### src/rtl/uart_rx_frame_check_pkg.sv
// Shared types and parameter legality helpers for the UART RX frame checker.
package uart_chk_pkg;

  typedef enum logic [2:0] {
    IDLE,
    DATA,
    PARITY,
    STOP,
    DONE
  } state_e;

  localparam logic PAR_EVEN = 1'b0;
  localparam logic PAR_ODD  = 1'b1;

  function automatic bit data_width_legal(input int w);
    return (w >= 5) && (w <= 9);
  endfunction

  function automatic bit stop_bits_legal(input int n);
    return (n == 1) || (n == 2);
  endfunction

endpackage

### src/rtl/uart_rx_frame_check_if.sv
// Strobe inputs from the RX FSM/sampler and per-frame status/counter outputs.
interface uart_rx_frame_check_if #(
  parameter int CNT_WIDTH = 8
);
  logic                 sampled_bit;
  logic                 strt_chk_en;
  logic                 data_bit_en;
  logic                 par_chk_en;
  logic                 stp_chk_en;
  logic                 PAR_EN;
  logic                 PAR_TYP;
  logic                 cnt_clr;
  logic                 strt_glitch;
  logic                 par_err;
  logic                 stp_err;
  logic                 seq_err;
  logic                 frame_valid;
  logic                 frame_ok;
  logic [CNT_WIDTH-1:0] glitch_cnt;
  logic [CNT_WIDTH-1:0] par_err_cnt;
  logic [CNT_WIDTH-1:0] stp_err_cnt;

  modport master (
    output sampled_bit, strt_chk_en, data_bit_en, par_chk_en, stp_chk_en,
    output PAR_EN, PAR_TYP, cnt_clr,
    input  strt_glitch, par_err, stp_err, seq_err, frame_valid, frame_ok,
    input  glitch_cnt, par_err_cnt, stp_err_cnt
  );

  modport slave (
    input  sampled_bit, strt_chk_en, data_bit_en, par_chk_en, stp_chk_en,
    input  PAR_EN, PAR_TYP, cnt_clr,
    output strt_glitch, par_err, stp_err, seq_err, frame_valid, frame_ok,
    output glitch_cnt, par_err_cnt, stp_err_cnt
  );
endinterface

### src/rtl/uart_rx_frame_check_sat_counter.sv
// Saturating up-counter; clear beats a coincident increment.
module sat_counter #(
  parameter int WIDTH = 8
) (
  input  logic             clk,
  input  logic             rst,
  input  logic             inc,
  input  logic             clr,
  output logic [WIDTH-1:0] count
);
  logic [WIDTH-1:0] r_count;

  always_ff @(posedge clk) begin
    if (rst || clr) begin
      r_count <= '0;
    end else if (inc && (r_count != '1)) begin
      r_count <= r_count + 1'b1;
    end
  end

  assign count = r_count;
endmodule

### src/rtl/uart_rx_frame_check.sv
// Whole-frame UART RX checker: start glitch, parity, stop bits and strobe order,
// with per-frame status and saturating error counters.
module uart_rx_frame_check
  import uart_chk_pkg::*;
#(
  parameter int DATA_WIDTH = 8,
  parameter int STOP_BITS  = 1,
  parameter int CNT_WIDTH  = 8
) (
  input  logic                  CLK,
  input  logic                  RST,
  uart_rx_frame_check_if.slave  bus
);
  localparam int BW = $clog2(DATA_WIDTH + 1);

  if (!data_width_legal(DATA_WIDTH)) begin : g_bad_data_width
    $error("uart_rx_frame_check: DATA_WIDTH must be within 5..9");
  end
  if (!stop_bits_legal(STOP_BITS)) begin : g_bad_stop_bits
    $error("uart_rx_frame_check: STOP_BITS must be 1 or 2");
  end

  state_e          r_state;
  logic            r_acc;
  logic [BW-1:0]   r_bit_cnt;
  logic [1:0]      r_stop_cnt;
  logic            r_par_en;
  logic            r_par_typ;
  logic            r_strt_glitch;
  logic            r_par_err;
  logic            r_stp_err;
  logic            r_seq_err;
  logic            r_frame_valid;
  logic            r_frame_ok;

  // The DONE cycle ignores every strobe, including a start.
  logic w_strt;
  logic w_glitch_inc;
  logic w_par_inc;
  logic w_stp_inc;

  assign w_strt       = bus.strt_chk_en && (r_state != DONE);
  assign w_glitch_inc = w_strt && bus.sampled_bit;
  assign w_par_inc    = (r_state == DONE) && r_par_err;
  assign w_stp_inc    = (r_state == DONE) && r_stp_err;

  always_ff @(posedge CLK) begin
    if (RST) begin
      r_state       <= IDLE;
      r_acc         <= 1'b0;
      r_bit_cnt     <= '0;
      r_stop_cnt    <= '0;
      r_par_en      <= 1'b0;
      r_par_typ     <= PAR_EVEN;
      r_strt_glitch <= 1'b0;
      r_par_err     <= 1'b0;
      r_stp_err     <= 1'b0;
      r_seq_err     <= 1'b0;
      r_frame_valid <= 1'b0;
      r_frame_ok    <= 1'b0;
    end else begin
      r_seq_err     <= 1'b0;
      r_frame_valid <= 1'b0;
      r_frame_ok    <= 1'b0;
      if (w_strt) begin
        // A start mid-frame abandons the partial frame and is re-evaluated as from IDLE.
        r_seq_err     <= (r_state != IDLE);
        r_strt_glitch <= bus.sampled_bit;
        if (bus.sampled_bit) begin
          r_state <= IDLE;
        end else begin
          r_state    <= DATA;
          r_par_en   <= bus.PAR_EN;
          r_par_typ  <= bus.PAR_TYP;
          r_par_err  <= 1'b0;
          r_stp_err  <= 1'b0;
          r_acc      <= 1'b0;
          r_bit_cnt  <= '0;
          r_stop_cnt <= '0;
        end
      end else begin
        case (r_state)
          DATA: begin
            if (bus.data_bit_en) begin
              r_acc     <= r_acc ^ bus.sampled_bit;
              r_bit_cnt <= r_bit_cnt + 1'b1;
              if (r_bit_cnt == BW'(DATA_WIDTH - 1)) begin
                r_state <= r_par_en ? PARITY : STOP;
              end
            end else if (bus.par_chk_en || bus.stp_chk_en) begin
              r_seq_err <= 1'b1;
              r_state   <= IDLE;
            end
          end
          PARITY: begin
            if (bus.data_bit_en) begin
              r_seq_err <= 1'b1;
              r_state   <= IDLE;
            end else if (bus.par_chk_en) begin
              r_par_err <= bus.sampled_bit ^ r_acc ^ (r_par_typ == PAR_ODD);
              r_state   <= STOP;
            end else if (bus.stp_chk_en) begin
              r_seq_err <= 1'b1;
              r_state   <= IDLE;
            end
          end
          STOP: begin
            if (bus.data_bit_en || bus.par_chk_en) begin
              r_seq_err <= 1'b1;
              r_state   <= IDLE;
            end else if (bus.stp_chk_en) begin
              r_stp_err  <= r_stp_err | ~bus.sampled_bit;
              r_stop_cnt <= r_stop_cnt + 1'b1;
              if (r_stop_cnt == 2'(STOP_BITS - 1)) begin
                r_state       <= DONE;
                r_frame_valid <= 1'b1;
                r_frame_ok    <= ~(r_par_err | r_stp_err | ~bus.sampled_bit);
              end
            end
          end
          DONE:    r_state <= IDLE;
          default: r_state <= IDLE;
        endcase
      end
    end
  end

  assign bus.strt_glitch = r_strt_glitch;
  assign bus.par_err     = r_par_err;
  assign bus.stp_err     = r_stp_err;
  assign bus.seq_err     = r_seq_err;
  assign bus.frame_valid = r_frame_valid;
  assign bus.frame_ok    = r_frame_ok;

  sat_counter #(.WIDTH(CNT_WIDTH)) u_glitch_cnt (
    .clk   (CLK),
    .rst   (RST),
    .inc   (w_glitch_inc),
    .clr   (bus.cnt_clr),
    .count (bus.glitch_cnt)
  );

  sat_counter #(.WIDTH(CNT_WIDTH)) u_par_err_cnt (
    .clk   (CLK),
    .rst   (RST),
    .inc   (w_par_inc),
    .clr   (bus.cnt_clr),
    .count (bus.par_err_cnt)
  );

  sat_counter #(.WIDTH(CNT_WIDTH)) u_stp_err_cnt (
    .clk   (CLK),
    .rst   (RST),
    .inc   (w_stp_inc),
    .clr   (bus.cnt_clr),
    .count (bus.stp_err_cnt)
  );
endmodule
### src/flat_wrapper.sv
// flat-port wrapper written by rule: the top's interface ports become plain ports
module uart_rx_frame_check_flat import uart_chk_pkg::*;
#(
  parameter int DATA_WIDTH = 8,
  parameter int STOP_BITS  = 1,
  parameter int CNT_WIDTH  = 8
)
  (CLK, RST, bus_sampled_bit, bus_strt_chk_en, bus_data_bit_en, bus_par_chk_en, bus_stp_chk_en, bus_PAR_EN, bus_PAR_TYP, bus_cnt_clr, bus_strt_glitch, bus_par_err, bus_stp_err, bus_seq_err, bus_frame_valid, bus_frame_ok, bus_glitch_cnt, bus_par_err_cnt, bus_stp_err_cnt);
  uart_rx_frame_check_if #(.CNT_WIDTH(CNT_WIDTH)) bus_i ();
  input  logic CLK;
  input  logic RST;
  input wire logic [$bits(bus_i.sampled_bit)-1:0] bus_sampled_bit;
  input wire logic [$bits(bus_i.strt_chk_en)-1:0] bus_strt_chk_en;
  input wire logic [$bits(bus_i.data_bit_en)-1:0] bus_data_bit_en;
  input wire logic [$bits(bus_i.par_chk_en)-1:0] bus_par_chk_en;
  input wire logic [$bits(bus_i.stp_chk_en)-1:0] bus_stp_chk_en;
  input wire logic [$bits(bus_i.PAR_EN)-1:0] bus_PAR_EN;
  input wire logic [$bits(bus_i.PAR_TYP)-1:0] bus_PAR_TYP;
  input wire logic [$bits(bus_i.cnt_clr)-1:0] bus_cnt_clr;
  output wire logic [$bits(bus_i.strt_glitch)-1:0] bus_strt_glitch;
  output wire logic [$bits(bus_i.par_err)-1:0] bus_par_err;
  output wire logic [$bits(bus_i.stp_err)-1:0] bus_stp_err;
  output wire logic [$bits(bus_i.seq_err)-1:0] bus_seq_err;
  output wire logic [$bits(bus_i.frame_valid)-1:0] bus_frame_valid;
  output wire logic [$bits(bus_i.frame_ok)-1:0] bus_frame_ok;
  output wire logic [$bits(bus_i.glitch_cnt)-1:0] bus_glitch_cnt;
  output wire logic [$bits(bus_i.par_err_cnt)-1:0] bus_par_err_cnt;
  output wire logic [$bits(bus_i.stp_err_cnt)-1:0] bus_stp_err_cnt;
  assign bus_i.sampled_bit = bus_sampled_bit;
  assign bus_i.strt_chk_en = bus_strt_chk_en;
  assign bus_i.data_bit_en = bus_data_bit_en;
  assign bus_i.par_chk_en = bus_par_chk_en;
  assign bus_i.stp_chk_en = bus_stp_chk_en;
  assign bus_i.PAR_EN = bus_PAR_EN;
  assign bus_i.PAR_TYP = bus_PAR_TYP;
  assign bus_i.cnt_clr = bus_cnt_clr;
  assign bus_strt_glitch = bus_i.strt_glitch;
  assign bus_par_err = bus_i.par_err;
  assign bus_stp_err = bus_i.stp_err;
  assign bus_seq_err = bus_i.seq_err;
  assign bus_frame_valid = bus_i.frame_valid;
  assign bus_frame_ok = bus_i.frame_ok;
  assign bus_glitch_cnt = bus_i.glitch_cnt;
  assign bus_par_err_cnt = bus_i.par_err_cnt;
  assign bus_stp_err_cnt = bus_i.stp_err_cnt;
  uart_rx_frame_check #(.DATA_WIDTH(DATA_WIDTH), .STOP_BITS(STOP_BITS), .CNT_WIDTH(CNT_WIDTH)) u_core (.CLK(CLK), .RST(RST), .bus(bus_i));
endmodule
### config.mk
export PLATFORM = sky130hd
export DESIGN_NAME = uart_rx_frame_check_flat
export DESIGN_NICKNAME = d
export VERILOG_FILES = /design/src/rtl/uart_rx_frame_check_pkg.sv /design/src/rtl/uart_rx_frame_check_if.sv /design/src/rtl/uart_rx_frame_check_sat_counter.sv /design/src/rtl/uart_rx_frame_check.sv /design/src/flat_wrapper.sv
export SDC_FILE = /design/constraint.sdc
export NUM_CORES = 1
export LEC_CHECK = 0
export ABC_AREA = 0
export CORE_ASPECT_RATIO = 1.75
export CORE_MARGIN = 5
export CORE_UTILIZATION = 47
export DETAILED_ROUTE_END_ITERATION = 10
export PLACE_DENSITY = 0.76
export SLEW_MARGIN = 20
export SYNTH_ARGS = -nofsm -noshare
export SYNTH_HDL_FRONTEND = slang
export SYNTH_SLANG_ARGS = --single-unit
### constraint.sdc
create_clock -name CLK -period 1.4 [get_ports CLK]
set_input_delay 0.28 -clock CLK [delete_from_list [all_inputs] [get_ports CLK]]
set_output_delay 0.28 -clock CLK [all_outputs]
set_load 0.05 [all_outputs]
Word level (Yosys, flattened, before mapping) --
Cells that the tools add are included.
Word-level totals: logic and storage cells 115, bits in registers 42, input port bits 10, output and inout bits 30
Operators by class: add/sub/neg operators 5, multiplexer cells 43, equality and inequality tests 17, reductions and logical operators 25, bitwise operators 10
Operators by type and width (number):
- $mux W3 | 10
- $add A8 B1 Y8 const B | 3
- $ne A8 B8 Y1 const B | 3
- $mux W1 | 22
- $mux W4 | 4
- $ne A4 B2 Y1 const B | 3
- $reduce_bool A2 Y1 | 6
- $mux W2 | 5
- $pmux W3 S3 | 1
- $reduce_and A4 Y1 | 2
- $logic_and A1 B1 Y1 | 7
- $eq A3 B2 Y1 const B | 2
- $reduce_or A6 Y1 | 1
- $ne A5 B4 Y1 const B | 1
- $not A1 Y1 | 5
- $reduce_and A5 Y1 | 1
- $reduce_or A5 Y1 | 1
- $add A4 B1 Y4 const B | 1
- $eq A4 B3 Y1 const B | 1
- $ne A2 B1 Y1 const B | 2
- $ne A4 B1 Y1 const B | 1
- $eq A3 B1 Y1 const B | 1
- $eq A3 B3 Y1 const B | 1
- $logic_or A1 B1 Y1 | 3
- other kinds (10) | 13

Depth between registers and ports, before layout --
word-level depth 6, gate-level depth with buffers 6, mapped depth without buffers 6

Hierarchy --
A second synthesis with hierarchy kept.
Second synthesis, totals: cells, all modules 254, area, all modules 2245.9 um^2
By module, submodules not included:
- sat_counter | sequential area each 160.2 um^2, area an instance 421.7 um^2, cells each 48, times used 3
- uart_rx_frame_check | sequential area each 360.3 um^2, area an instance 980.9 um^2, cells each 110, times used 1

Worst setup path before layout --
OpenSTA, ideal clock, no wires.
path kind register -> register, from reg u_core.u_glitch_cnt.r_count[2], in the netlist u_core.u_glitch_cnt.count[2], to reg u_core.u_glitch_cnt.r_count[7], in the netlist u_core.u_glitch_cnt.count[7], arrival time 1777 ps, path slack -448 ps, stages on the path, launching flop included 5, path through dfxtp_1 -> nand4_1 -> or2_0 -> or4_1 -> a21oi_1
Between the ends: longest elaborated chain between the ends 2, elaborated cells between the ends (all ways) 3, classes of those cells add/sub: 1; eq/ne: 1; reduce/logical: 1
RTL lines:
- from (decl) | line uart_rx_frame_check_sat_counter.sv:11 | logic [WIDTH-1:0] r_count;
- from (signal assigned) | line uart_rx_frame_check_sat_counter.sv:17 | r_count <= r_count + 1'b1;
- branches (longest 2 deep; another with $add A8 B1 Y8)
Parallel ways; which one is timed is not known. A chain may end at the register's enable or synchronous reset.

Worst setup path after layout --
from reg u_core.r_state[1], to reg u_core.r_state[1]
Between the ends: longest elaborated chain between the ends 4, elaborated cells between the ends (all ways) 13, classes of those cells eq/ne: 9; mux: 2; reduce/logical: 2
RTL lines:
- from (decl) | line uart_rx_frame_check.sv:23 | state_e r_state;
- from (signal assigned) | line uart_rx_frame_check.sv:88 | r_state <= r_par_en ? PARITY : STOP;
- $ne A3 B3 Y1 | line uart_rx_frame_check.sv:42 | assign w_strt = bus.strt_chk_en && (r_state != DONE);
- $logic_and A1 B1 Y1 | line uart_rx_frame_check.sv:42
- $ne A5 B4 Y1 (no source line) (tied with other cells)
- $reduce_and A5 Y1 (no source line)
Several ways; a longest one is shown, not always the timed one.

==> flow_summary.ini <==
[setup_path]
arrival_ns = 1.95
worstPathCellList = buf_6, nor4bb_4, a22o_1, buf_4, a2111o_1, a211oi_2
required_ns = 1.61
slowest_stage = dfxtp_2
cp-start-kind = flip-flop
reg2reg_from = u_core.r_state[1]$_SDFFE_PP0P_
worstSetupEndpoint = u_core.r_state[1]$_SDFFE_PP0P_
timing.rr.end = u_core.r_state[1]$_SDFFE_PP0P_
cp.depth = 6
crit_buf_inv = 2
ff2ff_path_depth = 6
crit_path_max_fanout = 8
critPathTopFamily = compound AO/OA/AOI/OAI gates
cp-end-kind = flip-flop
max_stage_delay_ns = 0.35
r2r_setup_slack_ns = -0.34
cp-startpoint = u_core.r_state[1]$_SDFFE_PP0P_
criticalPathCategory = flip-flop to flip-flop

[yosys]
syn_avg_cell_area_um2 = 8.63
seq_area_frac_synth = 0.391
synth_top_area_cell = dfxtp_1
syn_inst = 249
synthTopCellsByArea = dfxtp_1 39%, a21oi_1 4.7%, nor2_1 4.2%, xor2_1 3.7%, nand2_1 3.5%
synthFlopType = dfxtp_1
synth_top_area_frac = 0.391
synth_cell_types = 51
syn-num-nets = 264
syn_area_mm2 = 0.00215
synth-seq-cells = 42
synth_edf_count = 0
synth_warnings = 0
async_flop_share = 0

[global_route]
antenna_found_initial = 0
grt_max_degree = 13
grt_pass1_vias = 2599
grt_usage = 0.275
grt_pass1_wl_um = 12600
gr-total-overflow = 0

[detailed_routing]
ant_nets = 0
drt-wirelength-per-cell_um = 25.5
wl_um = 10700
route.vias.total = 2763
dr.pass1.iters = 5
drc_errors = 0
drtIter0Drc = 251
viasPerCell = 6.61

[layout]
layout.nets = 381
drive_gt1_frac = 0.599
final_util = 0.930
area_delta_synth_final_pct = 92.3
multi_input_area_mm2 = 0.00169
seqCellArea_um2 = 912
fillerInstances = 146
antennaDiodeCount = 0

[status]
status = complete, but fails checks
violations = negative setup slack

[min_path]
holdPathStages = 2
hp-class = flip-flop to flip-flop

[cts]
clock_path_buffers = 2
clockRootBuffer = clkbuf_8
ctsHtreeMaxLevel = 2
clkSinkCount = 42
cts_inserted_buffers = 5
cts_tree = yes
clock_latency_ns = 0.31
cts_hold_buf = 0
clkTransAtPathRegs_ns = 0.08

[timing]
fin_crit_sh = 1.24
finalClockSkew_ns = 0.00508
finalHoldViolations = 0
drv_slew = 0
tightest_slew_ns = 0.395
relSlewSlack = 0.736
rsz0062_at_grt = true
tns_ns = -3.38
setup_ws_ns = -0.338
fmax_mhz = 575
min_period_ns = 1.74
finalSetupViolations = 35

[place]
post-place-ws_ns = -0.512
dp.final_hpwl_um = 5050
gp_congestion = 0.947
port_buffers = 39

[floorplan]
ios = 40
core-area_mm2 = 0.00444
rows = 32
die_w_um = 61.1
die-area_mm2 = 0.00608
die_y_um = 99.5
initial_utilization = 0.484

[power]
p_per_area_mw_per_mm2 = 573
ir_drop_uv = 745
power_leakage_nw = 1.55

[flow_run]
max-cap-violations = 0
worst min-delay path by stage:
stage                                      start                           endpoint  slack, ns
floorplan                                    RST  u_core.bus.frame_valid$_SDFF_PP0_       0.37
global placement    u_core.r_par_en$_SDFFE_PP0P_       u_core.r_par_en$_SDFFE_PP0P_       0.45
detailed placement  u_core.r_par_en$_SDFFE_PP0P_       u_core.r_par_en$_SDFFE_PP0P_       0.45
CTS                 u_core.r_par_en$_SDFFE_PP0P_       u_core.r_par_en$_SDFFE_PP0P_       0.46
global route        u_core.r_par_en$_SDFFE_PP0P_       u_core.r_par_en$_SDFFE_PP0P_       0.50
finish              u_core.r_par_en$_SDFFE_PP0P_       u_core.r_par_en$_SDFFE_PP0P_       0.48
per-layer routing:
layer	up-vias	global-route usage	wire length, um
met5	-	0	0
met3	69	0.0571	711
li1	1154	-	-
met2	187	0.485	5610
met4	0	0.189	789
met1	1353	0.268	3560
power breakdown:
group | switching (mW) | internal (mW) | leakage [nW] | total (mW)
sequential | 0.0129 | 1.18 | 0.358 | 1.19
combinational | 0.201 | 0.184 | 1.15 | 0.386
clock | 0.446 | 0.344 | 0.0426 | 0.789
total | 0.660 | 1.71 | 1.55 | 2.37
through the flow:
step | total power [mW] | hold slack, ns | instances | instance area, um2
CTS | 2.27 | 0.462 | 405 | 3700
global placement | 1.49 | 0.447 | 389 | 3390
floorplan | 1.34 | 0.367 | 249 | 2250
global route | 2.44 | 0.503 | 418 | 4130
finish | 2.37 | 0.476 | 418 | 4130
detailed placement | 1.50 | 0.451 | 389 | 3390
Yosys cell counts, types with 4 or more instances:
| cell | count |
|---|---|
| xnor2_1 | 5 |
| nand2_1 | 20 |
| clkbuf_1 | 5 |
| dfxtp_1 | 42 |
| and3_1 | 5 |
| a21oi_1 | 20 |
| xor2_1 | 9 |
| mux2i_1 | 4 |
| o21ai_0 | 12 |
| or4_1 | 4 |
| nand4_1 | 8 |
| or3_1 | 6 |
| nor4_1 | 4 |
| nor3_1 | 4 |
| nor2_1 | 24 |
| nand3_1 | 15 |
| ha_1 | 5 |
| inv_1 | 7 |
registers in the layout, indices dropped and copies added (netlist names), 2 cells and up:
name,flops
u_core.r_stop_cnt,2
u_core.r_state,3
u_core.u_glitch_cnt.count,8
u_core.u_par_err_cnt.count,8
u_core.u_stp_err_cnt.count,8
u_core.r_bit_cnt,4
cells in the final DEF, fill, tap and decap left out, types with 6 or more instances in the layout:
cell type  count
o21ai_1        6
nand2_1       16
a21oi_2       14
nand4_1        8
buf_6         19
buf_4         61
dfxtp_4       14
dfxtp_2       15
nor2_1        21
buf_12        30
xor2_1         8
nand3_1        9
dfxtp_1       13
a21oi_1        6
cell type report:
type / count / area share
flip-flops and latches: 42 / 0.221
clock buffers: 6 / 0.0176
inverters: 7 / 0.00636
repair buffers: 119 / 0.330
well taps: 51 / 0.0154
clock inverters: 2 / 0.00212
multi-input cells: 191 / 0.408
logic make-up after synthesis:
group | share of synthesized area
and+or+nand+nor | 0.311
AOI/OAI and AO/OA | 0.160
DFF | 0.391
buffers and inverters | 0.0332
xor gates and xnor gates | 0.0570
adders and majority gates | 0.0291
muxes | 0.0186
repair_timing:
action | 4_1_cts | 5_1_grt
gates resized for setup | 38 | 80
buffers inserted | 8 | 15
pin swaps | 19 | 42
endpoints found under the setup margin | 32 | 36
worst reg2reg max path, delay by kind of cell (launching register included):
kind	cells	cell delay [ns]
compound gates	3	0.85
flops	1	0.35
buf+inv	2	0.28
simple gates	1	0.16
Power figures use the tool's default switching activity.
